===== src/rtl/reduce_tree_pipe_pkg.sv =====
// Shared types and elaboration helpers for the pipelined reduction tree.
// Optional feature macro used by the top: REDUCE_TREE_PIPE_TAG_EN (sideband tag).
package reduce_tree_pipe_pkg;

  typedef enum logic [1:0] {
    OpAnd = 2'd0,
    OpOr  = 2'd1,
    OpXor = 2'd2,
    OpMix = 2'd3
  } op_e;

  // Number of halving levels needed to fold a word down to one bit.
  function automatic int unsigned calc_levels(int unsigned width);
    return $clog2(width);
  endfunction

  // Input register plus one register per group of STAGE_EVERY levels.
  function automatic int unsigned calc_nstage(int unsigned levels, int unsigned stage_every);
    return 1 + (levels + stage_every - 1) / stage_every;
  endfunction

  // Tree level whose output a given pipeline register holds (0 = raw input word).
  function automatic int unsigned stage_level(int unsigned stage, int unsigned stage_every,
                                              int unsigned levels);
    int unsigned lv;
    lv = stage * stage_every;
    return (lv > levels) ? levels : lv;
  endfunction

  // Effective per-level operator; MIX cycles AND, XOR, OR, XOR from level 1 onward.
  function automatic op_e level_op(op_e op, int unsigned level);
    op_e eff;
    eff = op;
    if (op == OpMix) begin
      case ((level - 1) % 4)
        0:       eff = OpAnd;
        1:       eff = OpXor;
        2:       eff = OpOr;
        default: eff = OpXor;
      endcase
    end
    return eff;
  endfunction

endpackage


===== src/rtl/reduce_tree_pipe_level.sv =====
// One combinational fold level: upper half combined bitwise with lower half.
module reduce_tree_pipe_level
  import reduce_tree_pipe_pkg::*;
#(
  parameter int unsigned IN_W = 2
) (
  input  logic [IN_W-1:0]   data_i,
  input  op_e               op_i,
  output logic [IN_W/2-1:0] data_o
);

  localparam int unsigned HalfW = IN_W / 2;

  logic [HalfW-1:0] hi;
  logic [HalfW-1:0] lo;

  // Fold the two halves with the already-resolved per-level operator.
  always_comb begin
    hi = data_i[IN_W-1:HalfW];
    lo = data_i[HalfW-1:0];
    case (op_i)
      OpAnd:   data_o = hi & lo;
      OpOr:    data_o = hi | lo;
      default: data_o = hi ^ lo;  // OpMix is resolved before reaching a level
    endcase
  end

endmodule


===== src/rtl/reduce_tree_pipe.sv =====
// Pipelined bitwise reduction tree with valid/ready and a global stall.
// Define REDUCE_TREE_PIPE_TAG_EN to add the in_tag/out_tag sideband and its pipeline.
module reduce_tree_pipe
  import reduce_tree_pipe_pkg::*;
#(
  parameter int unsigned WIDTH       = 16,
  parameter int unsigned STAGE_EVERY = 2
`ifdef REDUCE_TREE_PIPE_TAG_EN
  ,
  parameter int unsigned TAG_W       = 4
`endif
) (
  input  logic             clk,
  input  logic             rst,
  input  logic             in_valid,
  output logic             in_ready,
  input  logic [WIDTH-1:0] in_data,
  input  logic [1:0]       in_op,
  output logic             out_valid,
  input  logic             out_ready,
  output logic             out_data
`ifdef REDUCE_TREE_PIPE_TAG_EN
  ,
  input  logic [TAG_W-1:0] in_tag,
  output logic [TAG_W-1:0] out_tag
`endif
);

  localparam int unsigned LEVELS = calc_levels(WIDTH);
  localparam int unsigned NSTAGE = calc_nstage(LEVELS, STAGE_EVERY);

  logic              adv;
  logic [NSTAGE-1:0] vld_d, vld_q;
  // The last register holds only the result bit, so op stops one stage early.
  op_e               op_d [NSTAGE-1];
  op_e               op_q [NSTAGE-1];

  // Valid bits and op shift one stage per advance; bubbles travel like words.
  always_comb begin
    vld_d = {vld_q[NSTAGE-2:0], in_valid};
    op_d  = op_q;
    op_d[0] = op_e'(in_op);
    for (int s = 1; s < NSTAGE - 1; s++) begin
      op_d[s] = op_q[s-1];
    end
  end

  // Control pipeline registers.
  always_ff @(posedge clk) begin
    if (rst) begin
      vld_q <= '0;
      op_q  <= '{default: OpAnd};
    end else if (adv) begin
      vld_q <= vld_d;
      op_q  <= op_d;
    end
  end

  // Data registers; each holds the output of a specific tree level.
  for (genvar s = 0; s < NSTAGE; s++) begin : g_stg
    localparam int unsigned LV = stage_level(s, STAGE_EVERY, LEVELS);
    localparam int unsigned SW = WIDTH >> LV;

    logic [SW-1:0] data_d, data_q;

    if (s == 0) begin : g_src
      // Stage 0 captures the raw word.
      always_comb data_d = in_data;
    end else begin : g_src
      // Later stages capture the last level of their group.
      always_comb data_d = g_lvl[LV].fold;
    end

    // Stage register; loads only when the whole pipe advances.
    always_ff @(posedge clk) begin
      if (rst) begin
        data_q <= '0;
      end else if (adv) begin
        data_q <= data_d;
      end
    end
  end

  // Combinational levels; a level reads a register when it opens a new group.
  for (genvar l = 1; l <= LEVELS; l++) begin : g_lvl
    localparam int unsigned IW  = WIDTH >> (l - 1);
    localparam int unsigned SRC = (l - 1) / STAGE_EVERY;

    logic [IW-1:0]   vin;
    logic [IW/2-1:0] fold;
    op_e             lop;

    if (((l - 1) % STAGE_EVERY) == 0) begin : g_in
      // First level after a register.
      always_comb vin = g_stg[SRC].data_q;
    end else begin : g_in
      // Chained directly from the previous level.
      always_comb vin = g_lvl[l-1].fold;
    end

    // Resolve this level's operator from the word's own op.
    always_comb lop = level_op(op_q[SRC], l);

    reduce_tree_pipe_level #(
      .IN_W (IW)
    ) u_level (
      .data_i (vin),
      .op_i   (lop),
      .data_o (fold)
    );
  end

`ifdef REDUCE_TREE_PIPE_TAG_EN
  logic [TAG_W-1:0] tag_d [NSTAGE];
  logic [TAG_W-1:0] tag_q [NSTAGE];

  // Tag shifts in lockstep with the data.
  always_comb begin
    tag_d    = tag_q;
    tag_d[0] = in_tag;
    for (int s = 1; s < NSTAGE; s++) begin
      tag_d[s] = tag_q[s-1];
    end
  end

  // Tag registers share the data stall and reset.
  always_ff @(posedge clk) begin
    if (rst) begin
      tag_q <= '{default: '0};
    end else if (adv) begin
      tag_q <= tag_d;
    end
  end

  assign out_tag = tag_q[NSTAGE-1];
`endif

  // Global stall: everything moves unless a result is held for the consumer.
  always_comb begin
    adv       = !vld_q[NSTAGE-1] || out_ready;
    in_ready  = adv;
    out_valid = vld_q[NSTAGE-1];
    out_data  = g_stg[NSTAGE-1].data_q[0];
  end

endmodule


===== config.mk =====
export PLATFORM = sky130hd
export DESIGN_NAME = reduce_tree_pipe
export DESIGN_NICKNAME = d
export VERILOG_FILES = /design/src/rtl/reduce_tree_pipe_pkg.sv /design/src/rtl/reduce_tree_pipe_level.sv /design/src/rtl/reduce_tree_pipe.sv
export SDC_FILE = /design/constraint.sdc
export NUM_CORES = 1
export LEC_CHECK = 0
export CORE_AREA = 4 4 70 72
export DETAILED_ROUTE_END_ITERATION = 7
export DIE_AREA = 0 0 74 76
export DONT_BUFFER_PORTS = 1
export PLACE_DENSITY = 0.72
export SYNTH_ARGS = -nofsm -noshare
export SYNTH_HDL_FRONTEND = slang
export SYNTH_SLANG_ARGS = --single-unit

===== constraint.sdc =====
create_clock -name clk -period 1.9 [get_ports clk]
set_input_delay 0.38 -clock clk [delete_from_list [all_inputs] [get_ports clk]]
set_output_delay 0.38 -clock clk [all_outputs]
set_load 0.03 [all_outputs]

==> flow_metrics.py, run 1 <==
metrics = {
    "logic_synthesis": {
        "ys_ff_latch": 28,
        "syn_area_mm2": 0.00188,
        "synth_edf_count": 0,
        "yosysMostFrequentCell": "nand2_1",
        "synth_top_area_frac": 0.298,
        "synth.largest_area_cell": "dfxtp_1",
        "ys_warn_count": 0,
        "syn_nets": 294,
        "synthFlopType": "dfxtp_1",
        "synth_area_leaders": "dfxtp_1, ha_1, nand2_1, a21oi_1, inv_1",
        "netlist_instances": 238,
        "ys_types": 23,
        "avgSynthCellArea_um2": 7.91,
        "synth-async-reset-ratio": 0,
        "ys_seq_area_frac": 0.298,
        "synthTopCellsByCount": "nand2_1, ha_1, inv_1",
    },
    "drt": {
        "routed_wl_mm": 3.31,
        "wl_met3_um": 57,
        "vias_per_cell": 5.02,
        "wl_met1_mm": 1.52,
        "wl_per_cell_um": 11.6,
        "route.detailed.drc": 0,
        "drt_iter0_drc": 34,
        "wl_met2_mm": 1.69,
        "top_layer": "met4",
        "vias": 1435,
        "ant_nets": 0,
        "drt_pass1_iterations": 4,
    },
    "die": {
        "fp.dieW_um": 74,
        "ios": 25,
        "core_mm2": 0.00429,
        "initial_core_util": 0.439,
        "die_h_um": 76,
        "design.die.area_mm2": 0.00562,
        "rows": 24,
    },
    "hold_path": {
        "hp-start": "rst",
        "min_to": "op_d[0]$_SDFFE_PP0P_",
        "hp-class": "input port to register",
        "hold_path_depth": 1,
    },
    "clocking": {
        "cts_buffer_depth": 2,
        "clkTransAtPathRegs_ps": 90,
        "clk_latency_ps": 270,
        "cts_tree": "built",
        "cts_buffers": 3,
        "htree_levels": 1,
        "cts_hold_repair.buffers": 0,
        "cts-root-buf": "clkbuf_8",
        "cts_num_sinks": 28,
    },
    "setup_path": {
        "critPathArrivalTime_ps": 1960,
        "crit_fanout": 8,
        "critical_path_class": "register to register",
        "reg2reg_to": "g_lvl[3].vin[3]$_SDFFE_PP0P_",
        "rr_startpoint": "op_d[1]$_SDFFE_PP0P_",
        "end_kind": "register",
        "r2r_slack_ps": 90,
        "cp-start-kind": "register",
        "critPathRequiredTime_ps": 2060,
        "rr_worst_depth": 8,
    },
    "grt": {
        "antenna_found_initial": 0,
        "grt_pass1_wl_mm": 5.73,
        "grtUsageTotal": 0.122,
        "overflow": 0,
        "grt_pass1_vias": 1348,
        "grt_start_max_net_pins": 33,
    },
    "layout": {
        "drive_gt1_frac": 0.111,
        "antenna_cells": 0,
        "nFillCells": 456,
        "synthToLayoutAreaGrowth_pct": 8.11,
        "fin_nets": 292,
    },
    "pwr": {
        "powerDensity_mw_per_mm2": 597,
        "total_power_mw": 1.22,
        "p_leak_nw": 0.919,
        "peakVddDrop_uv": 268,
    },
    "timing": {
        "fmax_ghz": 0.553,
        "tightest_slew_ps": 356,
        "layout_min_cycle_time_ps": 1810,
        "finalHoldViolations": 0,
        "slew-limit-headroom": 0.762,
        "fin_crit_sh": 0.951,
        "drv_slew": 0,
        "hold_ws_ps": 170,
        "fin_skew_ps": 1.86,
        "setup_viol": 0,
    },
    "place": {
        "portBuffers": 0,
        "gp_congestion": 0.726,
        "dpl.hpwl_mm": 2.38,
    },
    "run": {
        "maxCapViolCount": 0,
    },
    "run_status": {
        "status": "complete, no violations",
    },
}
==> worst max-delay path by stage <==
stage	start	end
3_5_place_dp	op_d[1]$_SDFFE_PP0P_	g_lvl[3].vin[0]$_SDFFE_PP0P_
2_1_floorplan	op_d[0]$_SDFFE_PP0P_	g_lvl[3].vin[0]$_SDFFE_PP0P_
5_1_grt	op_d[0]$_SDFFE_PP0P_	g_lvl[3].vin[1]$_SDFFE_PP0P_
6_report	op_d[1]$_SDFFE_PP0P_	g_lvl[3].vin[3]$_SDFFE_PP0P_
3_3_place_gp	op_d[0]$_SDFFE_PP0P_	g_lvl[3].vin[0]$_SDFFE_PP0P_
4_1_cts	op_d[1]$_SDFFE_PP0P_	g_lvl[3].vin[0]$_SDFFE_PP0P_
==> through the flow <==
step            util  TNS (ps)  instances  instance area, um^2  setup slack [ps]
3_5_place_dp   0.446      -257        283                 1910              -108
6_report       0.474         0        286                 2040              92.2
5_1_grt        0.474     -98.8        286                 2040             -82.5
4_1_cts        0.456         0        286                 1960              1.90
3_3_place_gp   0.446      -100        283                 1910             -87.0
2_1_floorplan      -         0        238                 1880              66.3
==> kinds of logic (layout without fill, tap and decap cells) <==
| logic type | Yosys count | after routing | synth area share |
|---|---|---|---|
| compound gates | 63 | 63 | 0.211 |
| fa+ha+maj | 34 | 34 | 0.226 |
| simple gates | 68 | 68 | 0.149 |
| flops | 28 | 28 | 0.298 |
| buf+inv | 45 | 41 | 0.117 |
==> metal layers <==
metal / track usage / vias to the layer above
li1: - / 768
met3: 0.0132 / 4
met1: 0.161 / 650
met5: 0 / -
met4: 0.0435 / 0
met2: 0.201 / 13
==> what timing repair did <==
action | CTS | global route
resized for setup | 3 | 19
endpoints found under the setup margin | 4 | 4
buffers inserted | 0 | 0
==> power breakdown <==
group | switching (mW) | leakage [nW] | internal (mW)
combinational | 0.134 | 0.666 | 0.115
sequential | 0.0303 | 0.232 | 0.623
clock | 0.172 | 0.0216 | 0.142
total | 0.336 | 0.919 | 0.880
==> sequential cells by signal (all words and copies together) (netlist names) <==
signal and flops:
g_lvl.vin 20, vld_q 3, op_d 2, op_q 2
out_data 1
==> critical path: stages (launching register included) <==
cell and delay [ps]:
dfxtp_2 350, inv_2 70, ha_4 270, inv_4 60
a22oi_2 180, o21ai_0 100, ha_1 300, a221oi_1 260
a211oi_1 110
==> cells in the final DEF, fill, tap and decap left out, drive strengths merged <==
cell type,count
a211o,1
a211oi,7
a21o,2
a21oi,25
a221oi,4
a22oi,8
buf,6
clkbuf,3
dfxtp,28
ha,34
inv,32
nand2,52
nor2,9
nor2b,7
o21a,8
o21ai,8
==> final cells by class <==
| cell class | instances | area [um^2] | share of cell area |
|---|---|---|---|
| Sequential cell | 28 | 562 | 0.276 |
| Multi-Input combinational cell | 165 | 1180 | 0.580 |
| Inverter | 32 | 130 | 0.0639 |
| Clock buffer | 3 | 41.3 | 0.0203 |
| Timing Repair Buffer | 6 | 57.6 | 0.0283 |
| Tap cell | 52 | 65.1 | 0.0320 |
Note: power is estimated with default switching activity, not from simulation.
==> inputs of run 2 (changes only) <==
- ABC_CLOCK_PERIOD_IN_PS: not set -> 1900
==> results of run 2 <==
Final layout, timing and power as in run 1 (identical DEF).
